`src/rtl/vga_timing_gen_if.sv`:
```
// Video port bundle: per-layer draw requests flow into the timing generator,
// and pixel coordinates, strobes, syncs and colour flow out of it.
interface vga_timing_gen_if #(
    parameter int COLOR_W    = 4,
    parameter int NUM_LAYERS = 3,
    parameter int CW         = 11
);
    logic [NUM_LAYERS-1:0]            layer_draw;
    logic [NUM_LAYERS*3*COLOR_W-1:0]  layer_rgb;
    logic [3*COLOR_W-1:0]             bg_rgb;
    logic [CW-1:0]                    pix_x;
    logic [CW-1:0]                    pix_y;
    logic                             pix_tick;
    logic                             line_start;
    logic                             frame_start;
    logic                             hsync;
    logic                             vsync;
    logic                             video_active;
    logic [COLOR_W-1:0]               red;
    logic [COLOR_W-1:0]               green;
    logic [COLOR_W-1:0]               blue;

    modport master (
        input  layer_draw, layer_rgb, bg_rgb,
        output pix_x, pix_y, pix_tick, line_start, frame_start,
               hsync, vsync, video_active, red, green, blue
    );

    modport slave (
        output layer_draw, layer_rgb, bg_rgb,
        input  pix_x, pix_y, pix_tick, line_start, frame_start,
               hsync, vsync, video_active, red, green, blue
    );
endinterface

```
`src/rtl/vga_timing_gen.sv`:
```
// VGA raster timing generator with a two-stage layer compositor; syncs and
// colour come out of stage 2, two pixel ticks behind pix_x/pix_y.
module vga_timing_gen #(
    parameter int CLK_DIV    = 2,
    parameter int H_ACTIVE   = 640,
    parameter int H_FP       = 16,
    parameter int H_SYNC     = 96,
    parameter int H_BP       = 48,
    parameter int V_ACTIVE   = 480,
    parameter int V_FP       = 10,
    parameter int V_SYNC     = 2,
    parameter int V_BP       = 33,
    parameter bit SYNC_POL   = 1'b0,
    parameter int COLOR_W    = 4,
    parameter int NUM_LAYERS = 3
) (
    input  logic              clk,
    input  logic              reset,
    vga_timing_gen_if.master  vga
);
    localparam int CW      = 11;
    localparam int H_TOTAL = H_ACTIVE + H_FP + H_SYNC + H_BP;
    localparam int V_TOTAL = V_ACTIVE + V_FP + V_SYNC + V_BP;
    localparam int DIV_W   = (CLK_DIV > 1) ? $clog2(CLK_DIV) : 1;
    localparam int RGB_W   = 3 * COLOR_W;

    logic [DIV_W-1:0] div_reg;
    logic [CW-1:0]    hcnt_reg;
    logic [CW-1:0]    vcnt_reg;
    logic             pix_tick;

    // With CLK_DIV=1 the divider never leaves 0, so the strobe stays high.
    assign pix_tick = (div_reg == DIV_W'(CLK_DIV - 1));

    always_ff @(posedge clk) begin
        if (reset) begin
            div_reg  <= '0;
            hcnt_reg <= '0;
            vcnt_reg <= '0;
        end else begin
            div_reg <= pix_tick ? '0 : div_reg + 1'b1;
            if (pix_tick) begin
                if (hcnt_reg == CW'(H_TOTAL - 1)) begin
                    hcnt_reg <= '0;
                    vcnt_reg <= (vcnt_reg == CW'(V_TOTAL - 1)) ? '0 : vcnt_reg + 1'b1;
                end else begin
                    hcnt_reg <= hcnt_reg + 1'b1;
                end
            end
        end
    end

    logic act0;
    logic hs0;
    logic vs0;

    assign act0 = (hcnt_reg < CW'(H_ACTIVE)) && (vcnt_reg < CW'(V_ACTIVE));
    assign hs0  = (hcnt_reg >= CW'(H_ACTIVE + H_FP)) &&
                  (hcnt_reg <= CW'(H_ACTIVE + H_FP + H_SYNC - 1));
    assign vs0  = (vcnt_reg >= CW'(V_ACTIVE + V_FP)) &&
                  (vcnt_reg <= CW'(V_ACTIVE + V_FP + V_SYNC - 1));

    logic [NUM_LAYERS-1:0]       s1_draw_reg;
    logic [NUM_LAYERS*RGB_W-1:0] s1_rgb_reg;
    logic [RGB_W-1:0]            s1_bg_reg;
    logic                        s1_act_reg;
    logic                        s1_hs_reg;
    logic                        s1_vs_reg;

    always_ff @(posedge clk) begin
        if (reset) begin
            s1_draw_reg <= '0;
            s1_rgb_reg  <= '0;
            s1_bg_reg   <= '0;
            s1_act_reg  <= 1'b0;
            s1_hs_reg   <= 1'b0;
            s1_vs_reg   <= 1'b0;
        end else if (pix_tick) begin
            s1_draw_reg <= vga.layer_draw;
            s1_rgb_reg  <= vga.layer_rgb;
            s1_bg_reg   <= vga.bg_rgb;
            s1_act_reg  <= act0;
            s1_hs_reg   <= hs0;
            s1_vs_reg   <= vs0;
        end
    end

    logic [RGB_W-1:0] s1_layer [NUM_LAYERS];

    for (genvar gi = 0; gi < NUM_LAYERS; gi++) begin : g_layer
        assign s1_layer[gi] = s1_rgb_reg[gi*RGB_W +: RGB_W];
    end

    // Walk from the top layer down so the lowest drawing index wins.
    logic [RGB_W-1:0] rgb_next;

    always_comb begin
        rgb_next = s1_bg_reg;
        for (int i = NUM_LAYERS - 1; i >= 0; i--) begin
            if (s1_draw_reg[i]) begin
                rgb_next = s1_layer[i];
            end
        end
        if (!s1_act_reg) begin
            rgb_next = '0;
        end
    end

    logic [RGB_W-1:0] s2_rgb_reg;
    logic             s2_act_reg;
    logic             s2_hs_reg;
    logic             s2_vs_reg;

    always_ff @(posedge clk) begin
        if (reset) begin
            s2_rgb_reg <= '0;
            s2_act_reg <= 1'b0;
            s2_hs_reg  <= 1'b0;
            s2_vs_reg  <= 1'b0;
        end else if (pix_tick) begin
            s2_rgb_reg <= rgb_next;
            s2_act_reg <= s1_act_reg;
            s2_hs_reg  <= s1_hs_reg;
            s2_vs_reg  <= s1_vs_reg;
        end
    end

    assign vga.pix_x        = hcnt_reg;
    assign vga.pix_y        = vcnt_reg;
    assign vga.pix_tick     = pix_tick;
    assign vga.line_start   = pix_tick && (hcnt_reg == '0);
    assign vga.frame_start  = pix_tick && (hcnt_reg == '0) && (vcnt_reg == '0);
    assign vga.hsync        = s2_hs_reg ? SYNC_POL : ~SYNC_POL;
    assign vga.vsync        = s2_vs_reg ? SYNC_POL : ~SYNC_POL;
    assign vga.video_active = s2_act_reg;
    assign vga.red          = s2_rgb_reg[3*COLOR_W-1 -: COLOR_W];
    assign vga.green        = s2_rgb_reg[2*COLOR_W-1 -: COLOR_W];
    assign vga.blue         = s2_rgb_reg[COLOR_W-1:0];
endmodule

```
`src/flat_wrapper.sv`:
```
// flat-port wrapper written by rule: the top's interface ports become plain ports
module vga_timing_gen_flat 
#(
    parameter int CLK_DIV    = 2,
    parameter int H_ACTIVE   = 640,
    parameter int H_FP       = 16,
    parameter int H_SYNC     = 96,
    parameter int H_BP       = 48,
    parameter int V_ACTIVE   = 480,
    parameter int V_FP       = 10,
    parameter int V_SYNC     = 2,
    parameter int V_BP       = 33,
    parameter bit SYNC_POL   = 1'b0,
    parameter int COLOR_W    = 4,
    parameter int NUM_LAYERS = 3
)
  (clk, reset, vga_layer_draw, vga_layer_rgb, vga_bg_rgb, vga_pix_x, vga_pix_y, vga_pix_tick, vga_line_start, vga_frame_start, vga_hsync, vga_vsync, vga_video_active, vga_red, vga_green, vga_blue);
  vga_timing_gen_if #(.COLOR_W(COLOR_W), .NUM_LAYERS(NUM_LAYERS), .CW(11)) vga_i ();
  input  logic clk;
  input  logic reset;
  input wire logic [$bits(vga_i.layer_draw)-1:0] vga_layer_draw;
  input wire logic [$bits(vga_i.layer_rgb)-1:0] vga_layer_rgb;
  input wire logic [$bits(vga_i.bg_rgb)-1:0] vga_bg_rgb;
  output wire logic [$bits(vga_i.pix_x)-1:0] vga_pix_x;
  output wire logic [$bits(vga_i.pix_y)-1:0] vga_pix_y;
  output wire logic [$bits(vga_i.pix_tick)-1:0] vga_pix_tick;
  output wire logic [$bits(vga_i.line_start)-1:0] vga_line_start;
  output wire logic [$bits(vga_i.frame_start)-1:0] vga_frame_start;
  output wire logic [$bits(vga_i.hsync)-1:0] vga_hsync;
  output wire logic [$bits(vga_i.vsync)-1:0] vga_vsync;
  output wire logic [$bits(vga_i.video_active)-1:0] vga_video_active;
  output wire logic [$bits(vga_i.red)-1:0] vga_red;
  output wire logic [$bits(vga_i.green)-1:0] vga_green;
  output wire logic [$bits(vga_i.blue)-1:0] vga_blue;
  assign vga_i.layer_draw = vga_layer_draw;
  assign vga_i.layer_rgb = vga_layer_rgb;
  assign vga_i.bg_rgb = vga_bg_rgb;
  assign vga_pix_x = vga_i.pix_x;
  assign vga_pix_y = vga_i.pix_y;
  assign vga_pix_tick = vga_i.pix_tick;
  assign vga_line_start = vga_i.line_start;
  assign vga_frame_start = vga_i.frame_start;
  assign vga_hsync = vga_i.hsync;
  assign vga_vsync = vga_i.vsync;
  assign vga_video_active = vga_i.video_active;
  assign vga_red = vga_i.red;
  assign vga_green = vga_i.green;
  assign vga_blue = vga_i.blue;
  vga_timing_gen #(.CLK_DIV(CLK_DIV), .H_ACTIVE(H_ACTIVE), .H_FP(H_FP), .H_SYNC(H_SYNC), .H_BP(H_BP), .V_ACTIVE(V_ACTIVE), .V_FP(V_FP), .V_SYNC(V_SYNC), .V_BP(V_BP), .SYNC_POL(SYNC_POL), .COLOR_W(COLOR_W), .NUM_LAYERS(NUM_LAYERS)) u_core (.clk(clk), .reset(reset), .vga(vga_i));
endmodule
```
`config.mk`:
```
export PLATFORM = sky130hd
export DESIGN_NAME = vga_timing_gen_flat
export DESIGN_NICKNAME = d
export VERILOG_FILES = /design/src/rtl/vga_timing_gen_if.sv /design/src/rtl/vga_timing_gen.sv /design/src/flat_wrapper.sv
export SDC_FILE = /design/constraint.sdc
export NUM_CORES = 1
export LEC_CHECK = 0
export BUFFER_PORTS_ARGS = -buffer_cell sky130_fd_sc_hd__buf_4
export CORE_UTILIZATION = 53
export DETAILED_ROUTE_END_ITERATION = 8
export PLACE_DENSITY = 0.84
export SLEW_MARGIN = 25
export SYNTH_ARGS = -nofsm -noshare
export SYNTH_HDL_FRONTEND = slang
export SYNTH_SLANG_ARGS = --single-unit
```
`constraint.sdc`:
```
create_clock -name clk -period 2 [get_ports clk]
set_input_delay 0.4 -clock clk [delete_from_list [all_inputs] [get_ports clk]]
set_output_delay 0.4 -clock clk [all_outputs]
set_load 0.02 [all_outputs]
```
==> reports/summary.txt <==
outcome: finished clean
PwrDens: 761 mW/mm²
Synth Area in Simple Gates: 19.5%
DIE HEIGHT: 88.9 µm
compound-cell area share of the yosys netlist: 7.32%
Worst Path Max Fanout: 5
Synth Area in XOR/XNOR: 2.41%
crit path time final: 1.98 ns
PortBufs: 92
antenna-violating nets left: 0
cell area after layout: 0.00512 mm²
fin. max-slew vios: 0
CTS Buf Count: 9
vias in the first global route: 3170
Synth top area share: 46.1%
Clock Skews: 0.0119 ns
multiplexer share of the synthesized area: 19.3%
DRC viols: 0
max reg flops: 36
RSZ-0062 raised after global routing: true
startpoint types: flop
most frequent cell after synthesis: dfxtp_1
gr ovfl total: 0
initial core utilization: 55.1%
wire length per cell: 15.0 µm
vias per inst: 5.46
I/O pin count: 93
final total negative setup slack: 0 ns
Initial DRC Count: 137
Hold Slack: 0.263 ns
Worst Path Arrival: 1.58 ns
drt pass-1 iters: 5
largest family of logic cells by synthesized area: simple AND/OR/NAND/NOR gates
final setup fails: 0
Post-synth EDFFs: 0
number of failing hold endpoints at the final stage: 0
first-pass GRT wire length: 14800 µm
Post-Route WL: 9350 µm
htree depth: 3
clk buf depth: 2
Max Cap Viol: 0
Clock transition at path regs: 0.09 ns
Max Fclk: 504 MHz
die footprint: 0.00789 mm²
Hold Path Class: input pin to flop
Worst VDD drop: 525 µV
post-synthesis sequential area ratio: 46.1%
ratio of cells with drive above 1 in the final layout: 26.5%
die width: 88.9 µm
kind of critical path: flop to output port
clk_lat worst skew: 0.36 ns
Synth Flop Type: dfxtp_1
diode count: 0
Vias: 3408
post-synthesis adder-cell area fraction: 1.56%
syn avg cell area: 9.30 µm²
placed cell area: 0.00479 mm²
Final Util: 70.5%
Gate Count Post-Synth: 430
Ys Warns: 0
area growth from synthesis to layout: 28.0%
Final GP Congestion: 0.870
Row Count: 31
Synth Cell Area: 0.00400 mm²
CORE AREA: 0.00725 mm²
CTS tree: built
asr flop ratio synth: 0%
DP HPWL: 6600 µm
clock root buffer: clkbuf_8
synth cell count leaders: 92 x dfxtp_1, 77 x mux2i_1, 69 x nor2_1, 36 x nand2_1, 27 x o21ai_0
crit end category: output port
largest net degree at the start of global routing: 64
Cell variety after synth: 44
synth top area cells: dfxtp_1 46%, mux2i_1 19%, nor2_1 6.5%
placed cells: 605
Seq cells post-synth: 92
Finished Layout Cells: 624
initial antenna violation count: 0
Leak: 2.12 nW
CP required: 1.60 ns
Synth area leader: dfxtp_1
fin crit share: 99.2%
Worst Tran Pin Value: 0.755 ns
CTS Hold Buffers Added: 0
CTS sink cnt: 92
GRT Total Usage: 24.7%
syn nets: 488
NumNets Final: 578
Slew headroom: 49.6%
[metrics by stage]
stage          total power [mW]  setup WS, ns
2_1_floorplan              2.23       0.00170
3_3_place_gp               2.38         0.208
3_5_place_dp               2.39         0.116
4_1_cts                    3.91      -0.00120
5_1_grt                    4.04       -0.0684
6_report                   3.89        0.0157
[layer usage]
layer	global-route usage (%)	wire length (µm)
met2	42.5	4710
met4	11.3	221
met5	0	0
met1	29.2	3830
met3	5.78	592
[final timing paths]
path,start,end,slack [ns],depth (start not counted)
max,u_core.vga.pix_x[10]$_SDFFE_PP0P_,vga_frame_start,0.02,4
min,vga_layer_rgb[32],u_core.s1_rgb_reg[32]$_SDFFE_PP0P_,0.26,3
max reg2reg,u_core.vga.pix_x[1]$_SDFFE_PP0P_,u_core.vga.pix_y[8]$_SDFFE_PP0P_,0.11,6
min reg2reg,u_core.vga.video_active$_SDFFE_PP0P_,u_core.vga.video_active$_SDFFE_PP0P_,0.46,2
[cells in the final DEF, fill, tap and decap left out, types with 3 or more instances in the layout]
master,count
buf_4,105
dfxtp_1,88
mux2i_1,77
nor2_1,69
nand2_1,36
o21ai_0,27
nand3_1,13
clkbuf_8,10
nand4_1,9
a21oi_1,9
o31ai_1,8
xor2_1,6
inv_1,5
xnor2_1,5
or4_1,4
nor3_1,3
ha_1,3
bufinv_16,3
dfxtp_4,3
[report_power, final]
part	total, mW	leakage, nW	internal [mW]	switching [mW]
registers	1.95	0.753	1.90	0.0516
logic	0.417	1.24	0.219	0.198
clock network	1.52	0.124	0.872	0.652
total	3.89	2.12	2.99	0.902
[what timing repair did]
action | 4_1_cts | 5_1_grt
endpoints found under the hold margin | 0 | 0
setup endpoints to repair | 2 | 7
pin swaps | 2 | 2
buffers inserted | 3 | 0
resized for setup | 13 | 2
[final cells by class]
class                      count  area [µm²]
inverter                       7        28.8
timing repair buffer         107         820
tap                           99         124
multi-input combinational    303        2040
fill                         567        2140
sequential                    92        1850
clock buffer                  11         141
clock inverter                 5         108
[cells by family after synthesis]
logic type | Yosys count
XOR/XNOR | 11
adder cells (fa/ha/maj) | 5
AND/OR/NAND/NOR | 159
flip-flops | 92
AO/OA/AOI/OAI | 51
buffers and inverters | 35
multiplexers | 77
[worst max-delay path, cell delays in order, from the launching register on]
cell     delay, ns
dfxtp_1       0.39
nor4b_1       0.32
and3_1        0.22
and4_1        0.19
buf_6         0.12
No activity file was read; power rests on OpenSTA's default activity.
